--- config.mk ---
export PLATFORM = sky130hd
export DESIGN_NAME = tile_vec_tx
export DESIGN_NICKNAME = d
export VERILOG_FILES = /design/src/rtl/tile_vec_tx.sv
export SDC_FILE = /design/constraint.sdc
export NUM_CORES = 1
export LEC_CHECK = 0
export ABC_AREA = 1
export CORE_MARGIN = 5
export CORE_UTILIZATION = 45
export DETAILED_ROUTE_END_ITERATION = 6
export GPL_TIMING_DRIVEN = 1
export PLACE_DENSITY = 0.77
export SYNTH_ARGS = -nofsm -noshare
export SYNTH_HDL_FRONTEND = slang
export SYNTH_SLANG_ARGS = --single-unit
export TNS_END_PERCENT = 5
--- constraint.sdc ---
create_clock -name clk -period 2.3 [get_ports clk]
set_clock_uncertainty 0.2 [all_clocks]
set_input_delay 0.23 -clock clk [delete_from_list [all_inputs] [get_ports clk]]
set_output_delay 0.23 -clock clk [all_outputs]
set_load 0.005 [all_outputs]
--- src/rtl/tile_vec_tx.sv ---
// tile_vec_tx: reads one frame of packed 64-bit words from a fixed-latency memory
// and streams them as 4-lane beats. Optional inter-beat gap: TILE_TX_GAP_EN.
//   state | meaning
//   IDLE  | waiting for start_i
//   RUN   | issuing reads and transmitting beats
//   DONE  | one-cycle done pulse
`timescale 1ns/1ps
module tile_vec_tx #(
    parameter int TILE_SIZE  = 4,
    parameter int DATA_WIDTH = 16,
    parameter int D          = 256,
    parameter int TILE_DEPTH = D / TILE_SIZE,
    parameter int ADDR_W     = $clog2(TILE_DEPTH),
    parameter int MEM_LAT    = 2,
    parameter int FIFO_DEPTH = 4,
    parameter int GAP_CYC    = 2
) (
    input  logic                                      clk,
    input  logic                                      rst_n,
    input  logic                                      start_i,
    output logic                                      busy_o,
    output logic                                      done_o,
    output logic                                      mem_en_o,
    output logic [ADDR_W-1:0]                         mem_addr_o,
    input  logic [63:0]                               mem_rdata_i,
    output logic                                      out_valid_o,
    input  logic                                      out_ready_i,
    output logic signed [TILE_SIZE-1:0][DATA_WIDTH-1:0] out_vec_o,
    output logic                                      out_sof_o
);

    localparam int CNT_W = $clog2(FIFO_DEPTH + 1);
    localparam int PTR_W = (FIFO_DEPTH > 1) ? $clog2(FIFO_DEPTH) : 1;
    localparam logic [PTR_W-1:0] PTR_LAST = PTR_W'(FIFO_DEPTH - 1);

    if (FIFO_DEPTH < MEM_LAT + 2 || GAP_CYC < 1 || TILE_SIZE * DATA_WIDTH != 64) begin : g_cfg_err
        $error("tile_vec_tx: unsupported parameter combination");
    end

    typedef enum logic [1:0] {S_IDLE, S_RUN, S_DONE} state_t;

    state_t             state_q, state_d;
    logic [ADDR_W:0]    rd_idx_q, rd_idx_d;
    logic [ADDR_W-1:0]  tx_idx_q, tx_idx_d;
    logic [CNT_W-1:0]   credits_q, credits_d;
    logic               mem_en_q, mem_en_d;
    logic [ADDR_W-1:0]  mem_addr_q, mem_addr_d;
    logic [MEM_LAT-1:0] lat_q;

    logic [63:0]        fifo_q [FIFO_DEPTH];
    logic [PTR_W-1:0]   wr_ptr_q, rd_ptr_q;
    logic [CNT_W-1:0]   fcnt_q;

    logic fifo_empty, fifo_clr, push, pop, can_issue;

    assign fifo_empty = (fcnt_q == '0);
    assign push       = lat_q[MEM_LAT-1];
    assign pop        = out_valid_o && out_ready_i;

    // A pop frees its slot in the same cycle, so a read may reuse it at once;
    // without this the pipeline bubbles once the credits run dry.
    assign can_issue = (state_q == S_RUN) && (rd_idx_q < (ADDR_W+1)'(TILE_DEPTH))
                       && ((credits_q != '0) || pop);

    always_comb begin
        state_d    = state_q;
        rd_idx_d   = rd_idx_q;
        tx_idx_d   = tx_idx_q;
        credits_d  = credits_q;
        mem_en_d   = 1'b0;
        mem_addr_d = mem_addr_q;
        fifo_clr   = 1'b0;
        unique case (state_q)
            S_IDLE: begin
                if (start_i) begin
                    // Entering RUN issues the read of word 0 on the same edge.
                    state_d    = S_RUN;
                    rd_idx_d   = (ADDR_W+1)'(1);
                    tx_idx_d   = '0;
                    credits_d  = CNT_W'(FIFO_DEPTH - 1);
                    mem_en_d   = 1'b1;
                    mem_addr_d = '0;
                    fifo_clr   = 1'b1;
                end
            end
            S_RUN: begin
                if (can_issue) begin
                    mem_en_d   = 1'b1;
                    mem_addr_d = rd_idx_q[ADDR_W-1:0];
                    rd_idx_d   = rd_idx_q + 1'b1;
                end
                unique case ({can_issue, pop})
                    2'b10:   credits_d = credits_q - 1'b1;
                    2'b01:   credits_d = credits_q + 1'b1;
                    default: credits_d = credits_q;
                endcase
                if (pop) begin
                    tx_idx_d = tx_idx_q + 1'b1;
                    if (tx_idx_q == ADDR_W'(TILE_DEPTH - 1)) begin
                        state_d = S_DONE;
                    end
                end
            end
            S_DONE: begin
                state_d = S_IDLE;
            end
            default: begin
                state_d = S_IDLE;
            end
        endcase
    end

    always_ff @(posedge clk or negedge rst_n) begin
        if (!rst_n) begin
            state_q    <= S_IDLE;
            rd_idx_q   <= '0;
            tx_idx_q   <= '0;
            credits_q  <= CNT_W'(FIFO_DEPTH);
            mem_en_q   <= 1'b0;
            mem_addr_q <= '0;
            lat_q      <= '0;
        end else begin
            state_q    <= state_d;
            rd_idx_q   <= rd_idx_d;
            tx_idx_q   <= tx_idx_d;
            credits_q  <= credits_d;
            mem_en_q   <= mem_en_d;
            mem_addr_q <= mem_addr_d;
            lat_q[0]   <= mem_en_q;
            for (int i = 1; i < MEM_LAT; i++) begin
                lat_q[i] <= lat_q[i-1];
            end
        end
    end

    // Skid FIFO; credits guarantee a push never lands on a full FIFO.
    always_ff @(posedge clk or negedge rst_n) begin
        if (!rst_n) begin
            wr_ptr_q <= '0;
            rd_ptr_q <= '0;
            fcnt_q   <= '0;
            for (int i = 0; i < FIFO_DEPTH; i++) begin
                fifo_q[i] <= '0;
            end
        end else if (fifo_clr) begin
            wr_ptr_q <= '0;
            rd_ptr_q <= '0;
            fcnt_q   <= '0;
        end else begin
            if (push) begin
                fifo_q[wr_ptr_q] <= mem_rdata_i;
                wr_ptr_q <= (wr_ptr_q == PTR_LAST) ? '0 : wr_ptr_q + 1'b1;
            end
            if (pop) begin
                rd_ptr_q <= (rd_ptr_q == PTR_LAST) ? '0 : rd_ptr_q + 1'b1;
            end
            unique case ({push, pop})
                2'b10:   fcnt_q <= fcnt_q + 1'b1;
                2'b01:   fcnt_q <= fcnt_q - 1'b1;
                default: fcnt_q <= fcnt_q;
            endcase
        end
    end

`ifdef TILE_TX_GAP_EN
    localparam int GAP_W = $clog2(GAP_CYC + 1);
    logic [GAP_W-1:0] gap_q;

    always_ff @(posedge clk or negedge rst_n) begin
        if (!rst_n) begin
            gap_q <= '0;
        end else if (fifo_clr) begin
            gap_q <= '0;
        end else if (pop) begin
            gap_q <= GAP_W'(GAP_CYC);
        end else if (gap_q != '0) begin
            gap_q <= gap_q - 1'b1;
        end
    end

    assign out_valid_o = !fifo_empty && (gap_q == '0);
`else
    assign out_valid_o = !fifo_empty;
`endif

    assign out_vec_o  = fifo_q[rd_ptr_q];
    assign out_sof_o  = out_valid_o && (tx_idx_q == '0);
    assign busy_o     = (state_q == S_RUN);
    assign done_o     = (state_q == S_DONE);
    assign mem_en_o   = mem_en_q;
    assign mem_addr_o = mem_addr_q;

endmodule

# Word-level counts from Yosys, hierarchy flattened
# Index checks and enable logic that the tools add are counted.
[word_totals] reg_bits=290 inputBits=68 output_inout_bits=75
[classes] reduce_logical=20 bitwise_logic=3 n_lt_le_gt_ge=4 mux=33 addsub=8 n_eq_ne=14
[ops] op="256-bit bitwise mux" n=1
[ops] op="64-bit two-way mux" n=3
[ops] op="64-bit binary-select mux with 2-bit select" n=1
[ops] op="64-bit demux with 2-bit select" n=1
[ops] op="6-bit one-hot mux with 2 select lines" n=2
[ops] op="2-bit two-way mux" n=9
[ops] op="6-bit two-way mux" n=3
[ops] op="3-bit one-hot mux with 2 select lines" n=3
[ops] op="7-bit two-way mux" n=2
[ops] op="7-bit one-hot mux with 2 select lines" n=1
[ops] op="3-bit AND reduction" n=4
[ops] op="2-bit equality test, second input constant" n=5
[ops] op="7-bit by 1-bit adder with 7-bit output, second input constant" n=1
[ops] op="7-bit less-than comparator, second input constant" n=1
[ops] op="3-bit by 1-bit adder with 3-bit output, second input constant" n=2
[ops] op="6-bit by 1-bit adder with 6-bit output, second input constant" n=1
[ops] op="2-bit by 1-bit equality test with 1-bit output, second input constant" n=3
[ops] op="6-bit equality test, second input constant" n=1
[ops] op="3-bit greater-or-equal comparator, second input constant" n=2
[ops] op="6-bit zero test" n=1
[ops] op="3-bit two-way mux" n=2
[ops] op="2-bit by 1-bit inequality test with 1-bit output, second input constant" n=3
[ops] op="2-bit NOT with 3-bit output" n=2
[ops] op="2-bit nonzero test" n=3
[ops] op="16 further kinds" n=25

# Longest topological paths before layout
# Gate-level depths: netlist of run 1.
[depth] word_depth=8 ltp_mapped=13 mapped_depth_nobuf=13

# Worst setup path before layout of run 1
# No wires, ideal clock.
[synth_path] path_type="register -> register" start="register fcnt_q[0]" end="register fcnt_q[2]" setup_ps=116 path_stages_with_launch=10 required_time_ps=1984 arrival_time_ps=1560 slack_ps=424 synth_period_minus_slack_ps=1876 n_path_buf=0 cell_sequence="dfrtp_1 -> nor2_4 -> nand2_4 -> nand3_1 -> inv_1 -> fa_1 -> xnor2_1 -> xor2_1 -> nand2_1 -> nand2_1"
[synth_via] elab_chain_cells=6 word_cells_on_any_way=10
[synth_rtl] element="start: declaration" line_no="52" text="logic [CNT_W-1:0] fcnt_q;"
[synth_rtl] element="start signal: assignment" line_no="158" text="2'b10: fcnt_q <= fcnt_q + 1'b1;"
[synth_rtl] element="start signal: assignment" line_no="159" text="2'b01: fcnt_q <= fcnt_q - 1'b1;"
[synth_rtl] element="start signal: assignment" line_no="160" text="default: fcnt_q <= fcnt_q;"
[synth_rtl] element="3-bit zero test *" line_no="56" text="assign fifo_empty = (fcnt_q == '0);"
[synth_rtl] element="1-bit zero test *" line_no="183" text="assign out_valid_o = !fifo_empty;"
[synth_rtl] element="named net out_valid_o" line_no="26" text="output logic out_valid_o,"
[synth_rtl] element="1-bit logical AND *" line_no="58" text="assign pop = out_valid_o && out_ready_i;"
[synth_rtl] element="2-bit by 1-bit equality test with 1-bit output / 2-bit equality test (equally long branches)" line_no="157" text="unique case ({push, pop})"
[synth_rtl] element="3-bit one-hot mux with 2 select lines" line_no="157"
[synth_rtl] element="3-bit two-way mux" line_no="145" text="end else if (fifo_clr) begin"
# Mark *: on every way through the listed nets, which the timed path passes. The rest lies on a longest branch.
# A chain may end at the register's enable or synchronous reset.

==> flow_metrics.py, run 1 <==
metrics = {
    "routing": {
        "drc": 0,
        "antenna_left": 0,
        "vias_per_cell": 5.545,
        "vias": 11460,
        "drtPass1Iterations": 5,
        "wire_per_inst_um": 18.44,
        "finalWirelength_um": 38090,
        "drtIter0Drc": 1073,
    },
    "critical_path": {
        "cp_slowest_cell": "dfrtp_4",
        "crit_buf_inv": 5,
        "critPathLaunchType": "flop",
        "arrival_ps": 2000,
        "r2r_cells": 9,
        "crit_required_ps": 1870,
        "cp_top_family": "buffers and inverters",
        "cp_max_fo": 5,
        "cp_common_cell": "buf_12",
        "crit_cells": 7,
        "critPathKind": "flop to primary output",
        "crit_path_cell_trace": "buf_6, buf_12, buf_12, buf_16, nor2_2, o22ai_1, buf_2",
        "cp_slowest_stage_delay_ps": 500,
        "worst_setup_path_end_kind": "primary output",
    },
    "global_routing": {
        "grtUsageTotal_pct": 22.84,
        "antenna_found_initial": 1,
        "grt_max_degree": 74,
        "grt_pass1_wl_um": 61690,
        "grt_pass1_vias": 11600,
        "grt-ovfl-total": 0,
    },
    "placement": {
        "hpwl_um": 20600,
        "place_area_mm2": 0.01492,
        "port_buffers": 142,
        "gp_congestion": 0.8275,
        "dp_cells": 1971,
        "dp_worst_setup_slack_ps": -29.28,
    },
    "floorplanning": {
        "dieWidth_um": 179.5,
        "rows": 62,
        "start_util_pct": 45.27,
        "die_area_mm2": 0.03221,
        "coreArea_mm2": 0.02855,
        "fp.dieH_um": 179.5,
        "io_pins": 143,
    },
    "synthesis": {
        "ys_async_sr_fraction_pct": 100.0,
        "yosys_warnings": 0,
        "syn_area_per_cell_um2": 8.603,
        "synth-seq-cells": 290,
        "yosys.area_share.simple_pct": 16.38,
        "synth_edf_count": 0,
        "synth-xor-area-share_pct": 0.2711,
        "synth_area_mm2": 0.01292,
        "syn_nets": 1580,
        "ys_seq_area_share_pct": 56.17,
        "synth_cell_type_count": 31,
        "ys.flop_type": "dfrtp_1",
        "yosys-mux-area-fraction_pct": 0,
        "synth_compound_area_share_pct": 18.75,
        "synth_top_family_by_area": "compound AO/OA/AOI/OAI gates",
        "synth_adder_area_share_pct": 1.084,
        "netlist_instances": 1502,
    },
    "timing": {
        "tns_ps": -4124,
        "worst_pin_slew_ps": 585.1,
        "finalMaxSlewViolations": 0,
        "rsz0062_at_grt": "yes",
        "layout_setup_ws_ps": -125.3,
        "fin_crit_ps": 2425,
        "max_freq_mhz": 412.3,
        "max_slew_margin_pct": 60.99,
        "holdWs_ps": 42.75,
        "setup_viol": 63,
        "period_share_pct": 105.4,
        "hold_viol": 0,
    },
    "final_layout": {
        "diodes": 0,
        "final_common_cell": "nand2_1",
        "instances_no_fill": 2066,
        "fillers": 2404,
        "fin_util_pct": 59.27,
        "final_nets": 1737,
        "final_cell_mix": "333 x nand2_1, 298 x o21ai_1, 287 x dfrtp_1",
        "layout-drive-gt1-share_pct": 18.97,
        "final_cell_area_mm2": 0.01692,
        "syn2layout_area_growth_pct": 30.94,
    },
    "hold_path": {
        "hold_path.class": "primary input to async pin",
    },
    "pwr": {
        "vdd_ir_drop_max_mv": 0.5209,
        "power_frac_clock_pct": 47.7,
        "switching_share_pct": 21.14,
        "total_leakage_power_nw": 8.188,
        "seqPwrFrac_pct": 49.2,
        "power_switching_mw": 2.193,
        "combPwrFrac_pct": 3.1,
        "finalPower_mw": 10.37,
        "p_int_mw": 8.180,
        "power_density_mw_per_mm2": 613.1,
    },
    "clocking": {
        "h-tree-depth": 1,
        "clk_pin_slew_ps": 70,
        "cts_buffers": 31,
        "cts_sinks": 290,
        "cts_tree": "done",
        "cts_root_buf": "clkbuf_16",
        "cts_buffer_depth": 3,
        "clk_latency_ps": 570,
    },
    "status": {
        "outcome": "finished with violations",
        "violations": "negative setup slack",
    },
    "flow_run": {
        "cap_violations": 0,
    },
}
cell families (layout without fill, tap and decap cells):
group                      count (synthesis)  count (layout)
AOI/OAI and AO/OA                        465             465
xor gates and xnor gates                   4               4
and+or+nand+nor                          533             533
buffers and inverters                    200             380
adders and majority gates                 10              10
DFF                                      290             290
synth_stat cells, drive strengths merged (3+ instances only):
| cell | count | area, µm² |
|---|---|---|
| clkbuf | 32 | 120.1 |
| nand2 | 345 | 1345 |
| o22ai | 64 | 400.4 |
| a21oi | 3 | 15.01 |
| ha | 8 | 100.1 |
| buf | 71 | 460.4 |
| dfrtp | 289 | 7232 |
| inv | 97 | 369.1 |
| nor2 | 151 | 576.8 |
| o21ai | 397 | 1998 |
| nand3 | 30 | 150.1 |
per-layer routing:
layer	global-route usage (%)	vias to the layer above	wire length [µm]
li1	-	5315	-
met1	30.80	5548	15930
met2	37.36	503	18270
met3	4.871	87	2780
met4	7.010	2	1095
met5	0	-	11
final timing paths:
kind / from / to / slack [ps]
worst min-delay path: rst_n / fifo_q[31] / 40
max in group asynchronous: rst_n / fifo_q[226] / 1060
worst min register to register: lat_q[0] / lat_q[1] / 160
worst max register to register: fcnt_q[0] / fcnt_q[2] / 230
worst max-delay path: rd_ptr_q[0] / out_vec_o[27] / -130
min in group clk: mem_rdata_i[17] / fifo_q[81] / 80
area by class of cell:
type	count	area, µm²	area share [%]
Clock buffer	49	923.4	5.457
Timing Repair Buffer	226	2562	15.14
Sequential cell	290	7263	42.93
Multi-Input combinational cell	1012	5206	30.77
Inverter	97	386.6	2.285
Clock inverter	7	88.84	0.5250
Timing Repair inverter	1	8.758	0.05176
Tap cell	384	480.5	2.840
power by group through the flow:
stage	Sequential, mW	Combinational, mW	Clock [mW]
after floorplan	5.20	0.0540	0
after global placement	5.20	0.321	0
after detailed placement	5.20	0.325	0
after CTS	5.10	0.329	5.02
after global routing	5.10	0.361	5.24
final	5.10	0.323	4.95
state kept, by name, indices dropped and copies added, names as in the netlist:
register	flops
credits_q	3
fcnt_q	3
fifo_q	256
lat_q	2
mem_addr_o	6
mem_en_o	1
rd_idx_q	7
rd_ptr_q	2
state_q	2
tx_idx_q	6
wr_ptr_q	2
what timing repair did:
action / CTS / global route
hold buffers: 1 / 0
pin swaps: 46 / 32
resized for setup: 413 / 59
endpoints found under the setup margin: 66 / 66
gates cloned: 17 / 4
buffers inserted: 18 / 1
hold endpoints to repair: 261 / 0
Power figures use the tool's default switching activity.
==> inputs of run 2 (changes only) <==
CORE_UTILIZATION = 41   (was 45)
PLACE_DENSITY = 0.72   (was 0.77)
==> run 2 against run 1 <==
  * The run still ends with negative setup slack left
  * Cell count unchanged
  * Clock power up 11%
  * Die area up 9.2%
  * Core utilization down 6.6 points
  * Clock-buffer cell count up 7
  * Wire length down 7.4%
  * Critical path type unchanged
==> flow_metrics.py, run 2 (synthesis gave the netlist of run 1 again) <==
metrics = {
    "critical_path": {
        "crit_required_ps": 1870,
        "crit_buf_inv": 4,
        "cp_top_family": "buffers and inverters",
        "arrival_ps": 2040,
        "crit_path_cell_trace": "clkinv_8, buf_6, buf_16, o21ai_0, o22ai_1, dlygate4sd2_1",
        "cp_slowest_stage_delay_ps": 570,
        "cp_slowest_cell": "dfrtp_4",
        "cp_max_fo": 14,
        "critPathKind": "flop to primary output",
        "worst_setup_path_end_kind": "primary output",
        "critPathLaunchType": "flop",
    },
    "routing": {
        "drtIter0Drc": 900,
        "top_layer": "met5",
        "wire_per_inst_um": 17.08,
        "vias_per_cell": 5.308,
        "antenna_left": 0,
        "dr_wl_met2_um": 16290,
        "vias": 10970,
        "finalWirelength_um": 35290,
        "drc": 0,
        "wl_met1_um": 15940,
        "wl_met3_um": 2434,
        "drtPass1Iterations": 5,
    },
    "floorplanning": {
        "coreArea_mm2": 0.03131,
        "rows": 65,
        "io_pins": 143,
        "dieWidth_um": 187.5,
        "start_util_pct": 41.27,
        "die_area_mm2": 0.03517,
        "fp.dieH_um": 187.5,
    },
    "timing": {
        "hold_viol": 0,
        "holdWs_ps": 61.55,
        "tns_ps": -4036,
        "max_slew_margin_pct": 69.96,
        "fin_crit_ps": 2466,
        "setup_viol": 49,
        "layout_setup_ws_ps": -166.3,
        "finalMaxSlewViolations": 0,
        "worst_pin_slew_ps": 450.6,
        "period_share_pct": 107.2,
        "max_freq_mhz": 405.5,
        "rsz0062_at_grt": "yes",
    },
    "hold_path": {
        "hold_path.class": "primary input to async pin",
    },
    "status": {
        "outcome": "finished with violations",
        "violations": "negative setup slack",
    },
    "final_layout": {
        "regMostFlops": "fifo_q",
        "diodes": 0,
        "largest_registers": "fifo_q x256, rd_idx_q x7",
        "final_nets": 1717,
        "final_cell_mix": "332 x nand2_1, 312 x o21ai_1, 287 x dfrtp_1",
        "final_cell_area_mm2": 0.01650,
        "final_common_cell": "nand2_1",
        "syn2layout_area_growth_pct": 27.68,
        "largest_reg_flops": 256,
        "layout-drive-gt1-share_pct": 12.68,
    },
    "pwr": {
        "power_density_mw_per_mm2": 659.9,
        "vdd_ir_drop_max_mv": 0.6074,
        "total_leakage_power_nw": 8.048,
    },
    "flow_run": {
        "cap_violations": 0,
    },
    "clocking": {
        "cts_root_buf": "clkbuf_16",
        "cts_buffer_depth": 3,
        "h-tree-depth": 2,
        "cts_tree": "done",
        "clk_pin_slew_ps": 60,
        "cts_buffers": 34,
        "clk_latency_ps": 500,
        "cts_sinks": 290,
    },
    "global_routing": {
        "grt_max_degree": 57,
        "grt_pass1_vias": 10720,
        "antenna_found_initial": 1,
        "grt-ovfl-total": 0,
        "grt_pass1_wl_um": 56980,
        "grtUsageTotal_pct": 19.47,
    },
    "placement": {
        "gp_congestion": 0.8129,
        "place_area_mm2": 0.01490,
        "hpwl_um": 20300,
        "port_buffers": 142,
    },
}
==> run 2: cell types whose count changed in the layout (fill, tap and decap cells not counted), moves of 14 or more <==
cell / change
buf_2: -37
dlygate4sd2_1: +29
nor2_1: +48
nor2_2: -24
nor2_4: -24
o21ai_1: +14
==> run 2: repair_timing <==
item,in CTS,in global routing
setup endpoints to repair,65,65
setup buffers,11,2
cloned,7,3
pin swaps,34,19
hold endpoints to repair,289,0
resized for setup,156,138
hold buffers,1,0
==> run 2: worst paths after layout <==
check                            start       endpoint  slack, ps  depth (start not counted)
max in group asynchronous        rst_n    fifo_q[254]       1180                          3
min                              rst_n    fifo_q[148]         60                          2
max                        rd_ptr_q[0]  out_vec_o[26]       -170                          6
min in group clk              lat_q[0]       lat_q[1]        140                          0
max reg2reg                  fcnt_q[0]      fcnt_q[2]        270                          9
min reg2reg                   lat_q[0]       lat_q[1]        140                          0
==> run 2: area by class of cell <==
class | instances | area, µm²
fillers | 2793 | 14810
flip-flops and latches | 290 | 7263
multi-input cells | 1012 | 4920
repair buffers | 204 | 2277
clock buffers | 56 | 1077
well taps | 402 | 503.0
inverters | 97 | 384.1
clock inverters | 5 | 75.07
==> run 2: report_power, final <==
part	internal (mW)	leakage, nW	switching, mW	total [mW]
clock network	3.41	0.566	2.05	5.47
logic	0.127	3.46	0.191	0.318
registers	5.10	4.02	0	5.10
==> run 2: per-layer routing <==
| metal | vias to the layer above | GRT usage [%] |
|---|---|---|
| li1 | 5249 | - |
| met1 | 5261 | 27.19 |
| met2 | 406 | 31.45 |
| met3 | 48 | 4.095 |
| met4 | 2 | 4.517 |
| met5 | - | 0 |
==> run 2: through the flow <==
step	power, mW	std cells	worst slack [ps]	utilization (%)
after floorplan	5.251	1502	423.7	-
after global placement	5.517	1982	85.81	47.60
after detailed placement	5.518	1982	47.63	47.60
after CTS	11.00	2062	-271.9	52.20
after global routing	11.26	2066	-251.5	52.70
final	10.89	2066	-166.3	52.70
==> inputs of run 3 (changes only) <==
CTS_CLUSTER_DIAMETER = 50   (was unset)
==> run 3 against run 2 <==
  * The run still ends with negative setup slack left
  * Global-route usage about the same
  * Clock-buffer cell count is 1 lower
  * Fmax up 3.9%
  * Critical path depth is 1 lower
  * Sequential power barely moved
  * Core utilization increased by 2.1 points
  * Register-to-register slack better by 30 ps
  * Die area unchanged
  * Sequential cell count is the same
  * First-iteration DRC count up 5.1%
  * Sequential share of layout area is 1.7 points lower
  * Cell count up 0.82%
  * Critical path type unchanged
==> flow_metrics.py, run 3 (synthesis gave the netlist of run 1 again) <==
metrics = {
    "status": {
        "outcome": "finished with violations",
        "violations": "negative setup slack",
    },
    "final_layout": {
        "final_cell_mix": "332 x nand2_1, 304 x o21ai_1, 287 x dfrtp_1",
        "largest_reg_flops": 256,
        "fillers": 2720,
        "diodes": 0,
        "regMostFlops": "fifo_q",
        "final_cell_area_mm2": 0.01715,
        "largest_registers": "fifo_q x256, rd_idx_q x7",
        "layout-drive-gt1-share_pct": 19.33,
        "final_common_cell": "nand2_1",
        "final_nets": 1733,
        "syn2layout_area_growth_pct": 32.71,
    },
    "timing": {
        "finalMaxSlewViolations": 0,
        "fin_crit_ps": 2374,
        "max_freq_mhz": 421.3,
        "period_share_pct": 103.2,
        "hold_viol": 0,
        "setup_viol": 29,
        "rsz0062_at_grt": "yes",
        "layout_setup_ws_ps": -73.53,
        "max_slew_margin_pct": 70.14,
        "worst_pin_slew_ps": 447.9,
    },
    "critical_path": {
        "worst_setup_path_end_kind": "primary output",
        "crit_path_cell_trace": "buf_6, clkbuf_16, o21ai_0, o22ai_2, buf_2",
        "cp_slowest_stage_delay_ps": 570,
        "critPathKind": "flop to primary output",
        "cp_top_family": "flip-flops",
        "cp_slowest_cell": "dfrtp_4",
        "crit_buf_inv": 3,
        "crit_required_ps": 1870,
        "cp_max_fo": 11,
        "arrival_ps": 1940,
        "critPathLaunchType": "flop",
    },
    "placement": {
        "port_buffers": 142,
        "hpwl_um": 20300,
        "place_area_mm2": 0.01490,
        "gp_congestion": 0.8129,
        "dp_worst_setup_slack_ps": 47.63,
    },
    "global_routing": {
        "grtUsageTotal_pct": 19.44,
        "grt_pass1_vias": 10760,
        "grt-ovfl-total": 0,
        "grt_max_degree": 57,
        "antenna_found_initial": 1,
        "grt_pass1_wl_um": 57010,
    },
    "clocking": {
        "h-tree-depth": 2,
        "cts_tree": "done",
        "cts_buffer_depth": 3,
        "cts_root_buf": "clkbuf_16",
        "clk_pin_slew_ps": 60,
        "cts_buffers": 38,
        "cts_sinks": 290,
        "clk_latency_ps": 510,
    },
    "flow_run": {
        "cap_violations": 0,
    },
    "hold_path": {
        "hold_path.class": "primary input to async pin",
    },
    "routing": {
        "vias": 11220,
        "finalWirelength_um": 37310,
        "drtIter0Drc": 946,
        "drc": 0,
        "antenna_left": 0,
        "vias_per_cell": 5.387,
        "wire_per_inst_um": 17.91,
        "drtPass1Iterations": 5,
    },
    "floorplanning": {
        "start_util_pct": 41.27,
        "io_pins": 143,
        "rows": 65,
        "coreArea_mm2": 0.03131,
        "dieWidth_um": 187.5,
        "fp.dieH_um": 187.5,
        "die_area_mm2": 0.03517,
    },
    "pwr": {
        "total_leakage_power_nw": 8.260,
        "power_density_mw_per_mm2": 669.1,
        "vdd_ir_drop_max_mv": 0.4588,
    },
}
-- run 3: per-layer routing --
metal | wire length [µm] | GRT usage (%)
met4 | 803 | 5.477
met1 | 16880 | 27.17
met5 | 11 | 0
met2 | 17180 | 30.86
met3 | 2431 | 4.170
-- run 3: layout make-up --
cell class              instances  area, µm²  share of cell area, %
clock buffers                  55       1159                  6.756
inverters                      97      386.6                  2.254
multi-input cells            1012       5223                  30.45
flip-flops and latches        290       7263                  42.35
clock inverters                11      151.4                 0.8828
well taps                     402      503.0                  2.933
repair buffers                216       2464                  14.37
-- run 3: report_power, final --
part	total [mW]	internal [mW]	switching [mW]
combinational	0.320	0.127	0.193
clock	6.05	3.84	2.21
sequential	5.11	5.11	0
total	11.5	9.07	2.40
-- run 3: final timing paths --
path                                startpoint            end  slack [ps]  depth (start not counted)
worst min register to register        lat_q[0]       lat_q[1]         150                          0
max in group asynchronous                rst_n    fifo_q[187]        1180                          3
worst max-delay path               rd_ptr_q[0]  out_vec_o[58]         -70                          5
worst max register to register      state_q[1]   credits_q[1]         300                          7
worst min-delay path                     rst_n    fifo_q[212]          50                          2
min in group clk                mem_rdata_i[6]    fifo_q[198]         130                          3
-- run 3: metrics by stage --
| step | utilization, % | std cells | total power [mW] | hold WS, ps | TNS [ps] |
|---|---|---|---|---|---|
| floorplan | - | 1502 | 5.251 | -265.6 | 0 |
| global placement | 47.60 | 1982 | 5.517 | -11.21 | 0 |
| detailed placement | 47.60 | 1982 | 5.518 | -13.47 | 0 |
| CTS | 52.69 | 2068 | 11.61 | 50.87 | -8392 |
| global route | 54.77 | 2083 | 11.87 | 88.16 | -3855 |
| finish | 54.77 | 2083 | 11.47 | 54.76 | -754.5 |
-- run 3: repair_timing --
item | CTS | global route
buffers inserted | 12 | 3
pin swaps | 33 | 32
setup endpoints to repair | 65 | 66
resized for setup | 200 | 277
hold buffers | 1 | 0
endpoints found under the hold margin | 289 | 0
cloned | 7 | 14
